$ cat src/rtl/encoding_block.sv
// Transmit-side block encoder: packs one byte per lane per cycle into a
// 64b/66b (Gen2), 128b/132b (Gen3) or 16-byte (Gen4) block per lane.
// Optional macro ENC_BLOCK_CNT_EN adds a 16-bit wrapping count of emitted blocks.
module encoding_block #(
  parameter logic [3:0] GEN3_SYNC_DATA = 4'b1010,
  parameter logic [3:0] GEN3_SYNC_OS   = 4'b0101,
  parameter logic [1:0] GEN2_SYNC_DATA = 2'b10,
  parameter logic [1:0] GEN2_SYNC_OS   = 2'b01
) (
  input  logic         enc_clk,
  input  logic         rst,
  input  logic         enable_enc,
  input  logic [1:0]   gen_speed,
  input  logic         data_os,
  input  logic [7:0]   lane_0_tx,
  input  logic [7:0]   lane_1_tx,
  output logic [131:0] lane_0_tx_enc,
  output logic [131:0] lane_1_tx_enc,
  output logic         enc_valid
`ifdef ENC_BLOCK_CNT_EN
  ,
  output logic [15:0]  blocks_sent
`endif
);

  localparam logic [1:0] SpeedGen4 = 2'b00;
  localparam logic [1:0] SpeedGen3 = 2'b01;
  localparam logic [1:0] SpeedGen2 = 2'b10;
  localparam logic [1:0] SpeedRsvd = 2'b11;

  logic [3:0]   cnt_q, cnt_d;
  logic [1:0]   speed_q, speed_d;
  logic         dos_q, dos_d;
  logic [127:0] stage0_q, stage0_d, stage1_q, stage1_d;
  // Completed blocks wait here one cycle so the next block can start at once
  logic [131:0] blk0_q, blk0_d, blk1_q, blk1_d;
  logic         pend_q, pend_d;

  logic [1:0]   speed_eff;
  logic         dos_eff;
  logic         last_byte;

  function automatic logic [131:0] pack(input logic [127:0] p, input logic [1:0] spd,
                                        input logic dos);
    logic [131:0] w;
    case (spd)
      SpeedGen3: w = {p, (dos ? GEN3_SYNC_DATA : GEN3_SYNC_OS)};
      SpeedGen2: w = {66'b0, p[63:0], (dos ? GEN2_SYNC_DATA : GEN2_SYNC_OS)};
      default:   w = {4'b0, p};
    endcase
    return w;
  endfunction

  // Next-state: byte acceptance, control latching on byte 0, block completion
  always_comb begin
    cnt_d    = cnt_q;
    speed_d  = speed_q;
    dos_d    = dos_q;
    stage0_d = stage0_q;
    stage1_d = stage1_q;
    blk0_d   = blk0_q;
    blk1_d   = blk1_q;
    pend_d   = 1'b0;

    // Controls come straight from the inputs on byte 0, from the latch afterwards
    speed_eff = (cnt_q == 4'd0) ? gen_speed : speed_q;
    dos_eff   = (cnt_q == 4'd0) ? data_os   : dos_q;
    last_byte = (speed_eff == SpeedGen2) ? (cnt_q == 4'd7) : (cnt_q == 4'd15);

    if (!enable_enc) begin
      cnt_d    = 4'd0;
      stage0_d = '0;
      stage1_d = '0;
    end else if (speed_eff != SpeedRsvd) begin
      if (cnt_q == 4'd0) begin
        speed_d = gen_speed;
        dos_d   = data_os;
      end
      stage0_d[{cnt_q, 3'b000} +: 8] = lane_0_tx;
      stage1_d[{cnt_q, 3'b000} +: 8] = lane_1_tx;
      if (last_byte) begin
        cnt_d  = 4'd0;
        pend_d = 1'b1;
        blk0_d = pack(stage0_d, speed_eff, dos_eff);
        blk1_d = pack(stage1_d, speed_eff, dos_eff);
      end else begin
        cnt_d = cnt_q + 4'd1;
      end
    end
  end

  // State registers with synchronous reset
  always_ff @(posedge enc_clk) begin
    if (rst) begin
      cnt_q    <= 4'd0;
      speed_q  <= SpeedGen4;
      dos_q    <= 1'b0;
      stage0_q <= '0;
      stage1_q <= '0;
      blk0_q   <= '0;
      blk1_q   <= '0;
      pend_q   <= 1'b0;
    end else begin
      cnt_q    <= cnt_d;
      speed_q  <= speed_d;
      dos_q    <= dos_d;
      stage0_q <= stage0_d;
      stage1_q <= stage1_d;
      blk0_q   <= blk0_d;
      blk1_q   <= blk1_d;
      pend_q   <= pend_d;
    end
  end

  // Output stage: publish a completed block with a one-cycle strobe, else hold
  always_ff @(posedge enc_clk) begin
    if (rst) begin
      lane_0_tx_enc <= '0;
      lane_1_tx_enc <= '0;
      enc_valid     <= 1'b0;
    end else begin
      enc_valid <= pend_q;
      if (pend_q) begin
        lane_0_tx_enc <= blk0_q;
        lane_1_tx_enc <= blk1_q;
      end
    end
  end

`ifdef ENC_BLOCK_CNT_EN
  // Emitted-block counter, steps on the same edge enc_valid rises
  always_ff @(posedge enc_clk) begin
    if (rst) begin
      blocks_sent <= 16'd0;
    end else if (pend_q) begin
      blocks_sent <= blocks_sent + 16'd1;
    end
  end
`endif

endmodule
$ cat config.mk
export PLATFORM = sky130hd
export DESIGN_NAME = encoding_block
export DESIGN_NICKNAME = d
export VERILOG_FILES = /design/src/rtl/encoding_block.sv
export SDC_FILE = /design/constraint.sdc
export NUM_CORES = 2
export LEC_CHECK = 0
export ABC_AREA = 1
export CORE_ASPECT_RATIO = 0.5
export CORE_MARGIN = 5
export CORE_UTILIZATION = 60
export CTS_BUF_LIST = sky130_fd_sc_hd__clkbuf_8
export DETAILED_ROUTE_END_ITERATION = 16
export GPL_ROUTABILITY_DRIVEN = 1
export PLACE_DENSITY_LB_ADDON = 0.08
export SLEW_MARGIN = 20
export SYNTH_ARGS = -nofsm -noshare
export SYNTH_HDL_FRONTEND = slang
export SYNTH_SLANG_ARGS = --single-unit
$ cat constraint.sdc
create_clock -name enc_clk -period 7 [get_ports enc_clk]
set_clock_uncertainty 0.05 [all_clocks]
set_input_delay 1.4 -clock enc_clk [delete_from_list [all_inputs] [get_ports enc_clk]]
set_output_delay 1.4 -clock enc_clk [all_outputs]
set_load 0.02 [all_outputs]
==> results.toml <==
[status]
status = "completed"

[floorplanning]
std_cell_rows = 64
die_area_um2 = 66300
die_y_um = 185
coreArea_um2 = 60800
start_util_pct = 60.2
ioPinCount = 287
die_w_um = 359

[route]
viasPerCell = 5.53
drt_wl_total_um = 117000
drcViolationCount = 0
antenna_left = 0
wl_met3_um = 16300
wl_per_cell_um = 17.5
drt-met1-wl_um = 49600
top_layer_used = "met4"
drt_iter0_drc = 4702
num_vias = 36900
wl_met2_um = 47700
first_pass_iters = 6

[clock_tree]
clk_path_buf_depth = 3
cts.sinks = 793
cts-root-buf = "clkbuf_8"
postCtsHoldBufs = 0
cts_tree = "built"
clk_latency_ps = 720
post-cts-setup-buffers = 0
clk_transition_reported_paths_ps = 70
cts-resized-gates = 0
cts_buffers = 110
htree_levels = 3

[synthesis]
ys_top_cells_by_area = "dfxtp_1, nand2_1, o21ai_0, nor2_1, inv_1"
synthesis.area_um2 = 36600
async_flop_share_pct = 0
synth_edf_count = 0
synth_top_area_share_pct = 43.4
synth_cells = 5692
postSynthAreaPerCell_um2 = 6.43
yosysTopAreaCell = "dfxtp_1"
seq_area_frac_synth_pct = 43.4
syn_nets = 5721
yosysWarnings = 0
synth_flop_cell = "dfxtp_1"
synthDistinctLibCells = 36
ys_ff_latch = 793

[placed_design]
placedInstanceArea_um2 = 39500
portBuffers = 286
place.gp.congestion = 0.924
dp.final_hpwl_um = 73500

[final_layout]
nFillCells = 5441
syn2layout_area_growth_pct = 14.0
fin_nets = 5787
finish.utilization_pct = 68.6
diodes = 0
mostFrequentLayoutCells = "nand2_1, nor2_1, dfxtp_1"
layout.cells.most_common = "nand2_1"
drive_gt1_share_pct = 4.66
stdcell_area_um2 = 41700

[hold_path]
hp-class = "reg -> reg"
hold_path_end = "blk0_q[130]"
hold_start = "blk0_q[130]"
min_path_cells = 2

[timing]
final-hold-violation-count = 0
holdWs_ps = 420
fin_tns_setup_ps = 0
relSlewSlack_pct = 21.0
rsz0062_at_grt = "no"
setup_viol = 0
fmax_mhz = 204
layout_min_cycle_time_ps = 4900
slew_violations = 0
finalCritPeriodShare_pct = 70.0
tightest_slew_ps = 1180

[worst_setup_path]
path_class = "reg -> reg"
crit_chain = "inv_2 > ha_1 > nand3_1 > o21ai_0 > ha_4 > buf_4 > nand2_1 > buf_4 > inv_2 > buf_4 > nand2_1 > nand2_1"
arrival_ps = 5490
ff2ff_setup_slack_ps = 2100
crit_path_max_fanout = 47
rr_startpoint = "cnt_q[0]"
cp_slowest_stage_delay_ps = 830
required_ps = 7590
cp_slowest_cell = "inv_2"
start_kind = "register"
end_kind = "register"
worst-r2r-cell-count = 12
timing.rr.end = "blk0_q[116]"

[run]
drv_cap = 0

[grt]
grt_pass1_vias = 33100
grt_max_degree = 280
overflow = 0
antenna_found_initial = 2
grt_usage_pct = 33.9
grt_pass1_wl_um = 182000

[power]
ir_worst_vdd_mv = 0.152
p_leak_uw = 0.0218
powerDensity_nw_per_um2 = 226
critical path: cells and delay by family (launching register included):
kind,cells,cell delay [ps]
buffers and inverters,5,2340
adder cells (fa/ha/maj),2,710
AND/OR/NAND/NOR,4,680
AO/OA/AOI/OAI,1,670
flip-flops,1,320
routing by layer:
metal / GRT usage [%] / up-vias
met4: 9.63 / 0
met2: 50.3 / 1980
met5: 0 / -
li1: - / 17800
met1: 47.5 / 16800
met3: 10.8 / 275
power by group:
part | total [µW] | leakage (µW) | switching [µW] | internal, µW
Combinational | 1150 | 0.0141 | 901 | 253
Clock | 3630 | 0.00128 | 1810 | 1820
Sequential | 4640 | 0.00640 | 40.6 | 4600
flip-flops by register name (all words and copies together) (netlist names):
register / count
lane_0_tx_enc: 132
speed_q: 2
stage0_q: 128
blk1_q: 132
cnt_q: 4
stage1_q: 128
dos_q: 1
lane_1_tx_enc: 132
pend_q: 1
enc_valid: 1
blk0_q: 132
cells in the mapped netlist, drive strengths merged (7+ instances only):
cell type	n
o21a	21
buf	96
and2	12
a21boi	9
o21ai	811
or2	12
inv	645
a21oi	127
nor2	918
dfxtp	793
clkbuf	279
ha	7
nand3	261
o211ai	75
nand2	1603
worst max-delay path by stage:
stage	depth (start not counted)	slack (ps)	start	endpoint
finish	12	2100	cnt_q[0]	blk0_q[116]
global route	12	2000	cnt_q[1]	blk0_q[104]
CTS	12	2320	cnt_q[0]	blk0_q[116]
detailed placement	11	1640	gen_speed[1]	blk0_q[123]
global placement	11	1710	gen_speed[1]	blk0_q[121]
floorplan	13	3630	gen_speed[1]	blk0_q[53]
cell families (layout without fill, tap and decap cells):
logic type               after synthesis  in the layout  share of synthesized area, %
buffers and inverters               1026           1177                          10.8
flip-flops                           793            793                          43.4
adder cells (fa/ha/maj)                7              7                         0.239
AO/OA/AOI/OAI                       1052           1052                          15.3
AND/OR/NAND/NOR                     2814           2814                          30.3
stage by stage:
stage	power, µW	setup slack, ps	cells
floorplan	5480	3630	5692
global placement	5800	1710	6470
detailed placement	5830	1640	6470
CTS	9370	2320	6667
global route	9750	2000	6668
finish	9420	2100	6668
cell type report:
type,instances,area [µm²],area share [%]
clock buffers,143,1970,4.72
clock inverters,54,231,0.555
inverters,651,2470,5.93
multi-input cells,3873,16800,40.3
flip-flops and latches,793,15900,38.1
well taps,825,1030,2.47
repair buffers,329,3310,7.93
Power figures use the tool's default switching activity.
